`config.mk`:
```
export PLATFORM = sky130hd
export DESIGN_NAME = fetch_unit_flat
export DESIGN_NICKNAME = d
export VERILOG_FILES = /design/src/rtl/fetch_if.sv /design/src/rtl/fetch_unit.sv /design/src/flat_wrapper.sv
export SDC_FILE = /design/constraint.sdc
export NUM_CORES = 2
export LEC_CHECK = 0
export BUFFER_PORTS_ARGS = -buffer_cell sky130_fd_sc_hd__buf_2
export CAP_MARGIN = 10
export CORE_AREA = 4 4 310 312
export CTS_CLUSTER_SIZE = 14
export DETAILED_ROUTE_END_ITERATION = 6
export DIE_AREA = 0 0 314 316
export PLACE_DENSITY = 0.76
export SLEW_MARGIN = 20
export SYNTH_ARGS = -nofsm -noshare
export SYNTH_HDL_FRONTEND = slang
export SYNTH_SLANG_ARGS = --single-unit
```
`constraint.sdc`:
```
create_clock -name clk -period 6.42 [get_ports clk]
set_clock_uncertainty 0.2 [all_clocks]
set_input_delay 1.284 -clock clk [delete_from_list [all_inputs] [get_ports clk]]
set_output_delay 1.284 -clock clk [all_outputs]
set_load 0.01 [all_outputs]
```
`src/rtl/fetch_if.sv`:
```
// Fetch unit bus bundle.
// Groups the redirect input, the instruction-cache request/response pair and
// the decode-side valid/ready queue port into one interface.
//   master : the fetch unit (drives icache_pc/rd_en/abort, inst_*, q_count)
//   slave  : the environment (drives redirect_*, icache_dout*, inst_ready)
interface fetch_if #(
   parameter int DEPTH = 16
);
   localparam int CW = $clog2(DEPTH) + 1;

   logic          redirect_valid;
   logic [31:0]   redirect_pc;
   logic [31:0]   icache_pc;
   logic          icache_rd_en;
   logic          icache_abort;
   logic [127:0]  icache_dout;
   logic          icache_dout_valid;
   logic [31:0]   inst_out;
   logic [31:0]   inst_pc;
   logic          inst_valid;
   logic          inst_ready;
   logic [CW-1:0] q_count;

   modport master (
      input  redirect_valid, redirect_pc, icache_dout, icache_dout_valid, inst_ready,
      output icache_pc, icache_rd_en, icache_abort, inst_out, inst_pc, inst_valid, q_count
   );

   modport slave (
      output redirect_valid, redirect_pc, icache_dout, icache_dout_valid, inst_ready,
      input  icache_pc, icache_rd_en, icache_abort, inst_out, inst_pc, inst_valid, q_count
   );
endinterface

```
`src/rtl/fetch_unit.sv`:
```
// Front-end fetch controller.
// Requests four-word lines from the instruction cache at fetch_pc, buffers
// the returned instructions (with their word addresses) in a DEPTH-entry
// circular queue and hands them to decode one per cycle over valid/ready.
// A redirect aborts the outstanding read, empties the queue and restarts
// fetch at the new address after a one-cycle flush.
// Ports:
//   clk    - clock, rising edge
//   rst_n  - asynchronous active-low reset
//   bus    - fetch_if.master: redirect_*, icache_*, inst_*, q_count
module fetch_unit #(
   parameter int          DEPTH    = 16,
   parameter logic [31:0] RESET_PC = 32'h0000_0000
) (
   input  logic   clk,
   input  logic   rst_n,
   fetch_if.master bus
);
   localparam int PW = $clog2(DEPTH);
   localparam int CW = PW + 1;

   typedef enum logic [1:0] {IDLE, FETCH, STALL, FLUSH} state_t;

   state_t        state_q, state_d;
   logic [31:0]   fetch_pc_q;
   logic [PW-1:0] head_q, tail_q;
   logic [CW-1:0] count_q;

   logic [31:0]   inst_mem [DEPTH];
   logic [31:0]   pc_mem   [DEPTH];

   logic          space_ok;
   logic          rd_en;
   logic          abort;
   logic          inst_valid;
   logic          accept;
   logic          pop;

   // Room for a whole line, judged on the registered count only so that
   // rd_en never depends on this cycle's pop.
   assign space_ok = (CW'(DEPTH) - count_q) >= CW'(4);

   // NOTE: every output of a combinational block gets a default before the
   // case statement; a path that leaves one unassigned infers a latch.
   always_comb begin
      state_d = state_q;
      rd_en   = 1'b0;
      abort   = 1'b0;
      case (state_q)
         IDLE:  state_d = FETCH;
         FETCH: begin
            if (space_ok) rd_en = 1'b1;
            else          state_d = STALL;
         end
         STALL: if (space_ok) state_d = FETCH;
         FLUSH: begin
            abort   = 1'b1;
            state_d = FETCH;
         end
         default: state_d = IDLE;
      endcase
      // Redirect overrides everything, including a redirect while flushing.
      if (bus.redirect_valid) state_d = FLUSH;
   end

   // count is forced to zero on redirect, so FLUSH always shows an empty queue.
   assign inst_valid = (count_q != '0) && (state_q != FLUSH);

   // A line or pop coinciding with a redirect is dropped on the floor.
   assign accept = rd_en && bus.icache_dout_valid && !bus.redirect_valid;
   assign pop    = inst_valid && bus.inst_ready && !bus.redirect_valid;

   // NOTE: sequential state uses non-blocking assignments so every register
   // samples pre-edge values regardless of process ordering.
   always_ff @(posedge clk or negedge rst_n) begin
      if (!rst_n) begin
         state_q    <= IDLE;
         fetch_pc_q <= RESET_PC;
         head_q     <= '0;
         tail_q     <= '0;
         count_q    <= '0;
      end else begin
         state_q <= state_d;
         if (bus.redirect_valid) begin
            fetch_pc_q <= bus.redirect_pc;
            head_q     <= '0;
            tail_q     <= '0;
            count_q    <= '0;
         end else begin
            if (accept) begin
               fetch_pc_q <= fetch_pc_q + 32'd4;
               tail_q     <= tail_q + PW'(4);
            end
            if (pop) head_q <= head_q + PW'(1);
            case ({accept, pop})
               2'b10:   count_q <= count_q + CW'(4);
               2'b01:   count_q <= count_q - CW'(1);
               2'b11:   count_q <= count_q + CW'(3);
               default: count_q <= count_q;
            endcase
         end
      end
   end

   // NOTE: the queue storage has no reset; entries are only observed once
   // count says they were written, so clearing them would buy nothing.
   always_ff @(posedge clk) begin
      if (accept) begin
         for (int k = 0; k < 4; k++) begin
            inst_mem[tail_q + PW'(k)] <= bus.icache_dout[32*k +: 32];
            pc_mem[tail_q + PW'(k)]   <= fetch_pc_q + 32'(k);
         end
      end
   end

   assign bus.icache_pc    = fetch_pc_q;
   assign bus.icache_rd_en = rd_en;
   assign bus.icache_abort = abort;
   assign bus.inst_valid   = inst_valid;
   assign bus.inst_out     = inst_mem[head_q];
   assign bus.inst_pc      = pc_mem[head_q];
   assign bus.q_count      = count_q;
endmodule

```
`src/flat_wrapper.sv`:
```
// flat-port wrapper written by rule: the top's interface ports become plain ports
module fetch_unit_flat 
#(
   parameter int          DEPTH    = 16,
   parameter logic [31:0] RESET_PC = 32'h0000_0000
)
  (clk, rst_n, bus_redirect_valid, bus_redirect_pc, bus_icache_dout, bus_icache_dout_valid, bus_inst_ready, bus_icache_pc, bus_icache_rd_en, bus_icache_abort, bus_inst_out, bus_inst_pc, bus_inst_valid, bus_q_count);
  fetch_if #(.DEPTH(DEPTH)) bus_i ();
  input  logic clk;
  input  logic rst_n;
  input wire logic [$bits(bus_i.redirect_valid)-1:0] bus_redirect_valid;
  input wire logic [$bits(bus_i.redirect_pc)-1:0] bus_redirect_pc;
  input wire logic [$bits(bus_i.icache_dout)-1:0] bus_icache_dout;
  input wire logic [$bits(bus_i.icache_dout_valid)-1:0] bus_icache_dout_valid;
  input wire logic [$bits(bus_i.inst_ready)-1:0] bus_inst_ready;
  output wire logic [$bits(bus_i.icache_pc)-1:0] bus_icache_pc;
  output wire logic [$bits(bus_i.icache_rd_en)-1:0] bus_icache_rd_en;
  output wire logic [$bits(bus_i.icache_abort)-1:0] bus_icache_abort;
  output wire logic [$bits(bus_i.inst_out)-1:0] bus_inst_out;
  output wire logic [$bits(bus_i.inst_pc)-1:0] bus_inst_pc;
  output wire logic [$bits(bus_i.inst_valid)-1:0] bus_inst_valid;
  output wire logic [$bits(bus_i.q_count)-1:0] bus_q_count;
  assign bus_i.redirect_valid = bus_redirect_valid;
  assign bus_i.redirect_pc = bus_redirect_pc;
  assign bus_i.icache_dout = bus_icache_dout;
  assign bus_i.icache_dout_valid = bus_icache_dout_valid;
  assign bus_i.inst_ready = bus_inst_ready;
  assign bus_icache_pc = bus_i.icache_pc;
  assign bus_icache_rd_en = bus_i.icache_rd_en;
  assign bus_icache_abort = bus_i.icache_abort;
  assign bus_inst_out = bus_i.inst_out;
  assign bus_inst_pc = bus_i.inst_pc;
  assign bus_inst_valid = bus_i.inst_valid;
  assign bus_q_count = bus_i.q_count;
  fetch_unit #(.DEPTH(DEPTH), .RESET_PC(RESET_PC)) u_core (.clk(clk), .rst_n(rst_n), .bus(bus_i));
endmodule
```
==> run summary <==
Peak supply drop = 0.000416 V
Cells after DPL = 5480
Vias in the first global route = 34464
DR vias/cell = 6.04
Power per cell area = 335 nW/um2
Final WS setup = 1050 ps
Ys flop type = edfxtp_1
Number of buffers created by CTS = 110
Clk buf depth = 3
Synthesized net count = 4422
Die X-Extent = 314 um
Core area = 93000 um2
Initial antenna violation count = 11
Number of synthesized register bits = 1069
Initial DRC Count = 4211
Die Y = 316 um
Critical Path End Type = output pin
Syn Area/Cell = 12.2 um2
DRC viols = 0
Root Buffer Master = clkbuf_16
Post-synth ARST share = 4.21%
Area contributors post-synth = edfxtp_1, nand2_1, mux4_2, mux2i_1, xnor2_1
CP max FO = 56
List of most frequent post-synthesis cells = nand2_1, edfxtp_1, nor2_1
Final number of max-transition violations = 0
Fraction of layout cells with a size suffix above 1 = 17.3%
WL per Instance = 24.2 um
Vias = 34419
Final hold viol count = 0
Top-count cell post-synth = nand2_1
Buffers on Ports = 268
Cell Rows = 112
Hold buffer count at CTS = 0
Worst Path Arrival = 3880 ps
Largest net degree at the start of global routing = 127
Post-synth EDFFs = 1024
Max Cap Viol = 0
Fin nets = 4529
Post-synthesis sequential area ratio = 61.6%
LEAKAGE = 19.7 nW
Post-route ant nets = 0
Reg2reg setup slack = 1880 ps
CP Class = reg2out
GR Overflow Total = 0
Setup_tns = 0 ps
Netlist cell types = 55
Cell Count, Final, Fillers Out = 5701
Clock Pin Slew Worst Setup and Hold Paths = 60 ps
GP Congestion = 0.845
RSZ-0062 raised after global routing = no
Fillers = 7058
IO Count = 269
Pre-antenna DRT Iters = 6
# Post-CTS Setup Buffers = 0
Ys Warns = 0
Status = finished, final reports clean
GRT Overall Usage = 27.5%
Final period utilization = 83.6%
Area delta synth->final = 11.6%
Yosys top cell by area = edfxtp_1
# clock sinks = 1069
Hold Path Class = reg2reg
Final Setup Violations = 0
Die footprint = 99200 um2
Hpwl dp = 80.4 mm
Dpl ws = 1680 ps
Tightest Pin Transition = 1180 ps
Final wirelength = 138 mm
Clk_lat worst skew = 700 ps
Synth Cell Area = 51800 um2
H-tree depth = 3
Min Tclk post-route = 5370 ps
Cells after Synth = 4232
Rel. slew slack = 21.6%
First-pass GRT wire length = 206 mm
F_max = 186 MHz
Post_cts resized = 0
Crit path launch type = register
CTS tree = done
Worst path required time = 4940 ps
Area fraction of the dominant cell type after synthesis = 59.4%
Initial Util = 55.6%
-- area by class of cell --
class,instances,area [um2],share of cell area (%)
Antenna cell,10,25.0,0.0433
Timing Repair Buffer,349,2160,3.74
Multi-Input combinational cell,2782,18300,31.7
Clock inverter,84,823,1.43
Tap cell,1254,1570,2.72
Clock buffer,126,2830,4.91
Inverter,27,146,0.254
Sequential cell,1069,31900,55.2
-- state kept, by name (all words and copies together) (netlist names) --
register and flops:
u_core.bus.icache_pc 32, u_core.inst_mem 512, u_core.pc_mem 512, u_core.state_q 2, u_core.head_q 4, u_core.tail_q 2, u_core.bus.q_count 5
-- routing by layer --
metal,part of all wire [%],vias to the layer above,track usage [%]
li1,-,15279,-
met1,38,17017,37.1
met2,48,1801,45.3
met3,10,316,5.09
met4,3.2,6,9.62
met5,0.026,-,0
-- cell usage in the layout, fill, tap and decap left out, drive strengths merged, types with 68 or more instances in the layout --
| master | netlist | routed |
|---|---|---|
| a21oi | 84 | 84 |
| buf | 146 | 349 |
| clkbuf | 208 | 126 |
| edfxtp | 1024 | 1024 |
| mux2 | 68 | 68 |
| mux2i | 197 | 197 |
| mux4 | 128 | 128 |
| nand2 | 1190 | 1190 |
| nor2 | 232 | 232 |
| o21ai | 163 | 163 |
| xnor2 | 202 | 202 |
| xor2 | 172 | 172 |
-- worst max-delay path, stage by stage (launching register included) --
cell,delay [ps]
dfrtp_4,1010
and2_4,940
buf_4,430
a221oi_1,160
a22oi_1,210
nand2_1,200
buf_2,190
-- metrics by stage --
stage,power (mW),hold slack (ps),utilization (%),instance area [um2]
floorplan,11.7,342,-,51800
CTS,19.4,437,62.0,57700
global route,20.1,460,62.0,57700
global placement,12.9,402,58.1,54000
detailed placement,13.0,420,58.1,54000
finish,19.4,434,62.1,57700
-- power breakdown --
group / internal [mW] / total [mW] / leakage, nW / switching, mW
logic: 1.75 / 4.29 / 8.16 / 2.53
registers: 8.27 / 8.61 / 9.77 / 0.343
clock network: 3.74 / 6.47 / 1.79 / 2.73
-- kinds of logic after synthesis --
group,share of synthesized area [%]
AND/OR/NAND/NOR,12.2
XOR/XNOR,6.33
buffers and inverters,3.19
multiplexers,10.9
adder cells (fa/ha/maj),0.604
AO/OA/AOI/OAI,5.21
flip-flops,61.6
-- worst paths after layout --
check,cells past startpoint,start,to
worst max-delay path,6,u_core.head_q[1]$_DFFE_PN0P_,bus_inst_out[1]
worst min-delay path,2,u_core.bus.icache_pc[5]$_DFFE_PN0N_,u_core.bus.icache_pc[5]$_DFFE_PN0N_
worst max register to register,8,u_core.bus.q_count[2]$_DFFE_PN0P_,u_core.inst_mem[6][12]$_DFFE_PP_
worst min register to register,2,u_core.bus.icache_pc[5]$_DFFE_PN0N_,u_core.bus.icache_pc[5]$_DFFE_PN0N_
max in group asynchronous,2,rst_n,u_core.head_q[1]$_DFFE_PN0P_
min in group asynchronous,2,rst_n,u_core.bus.icache_pc[9]$_DFFE_PN0N_
(Power assumes the default switching activity.)
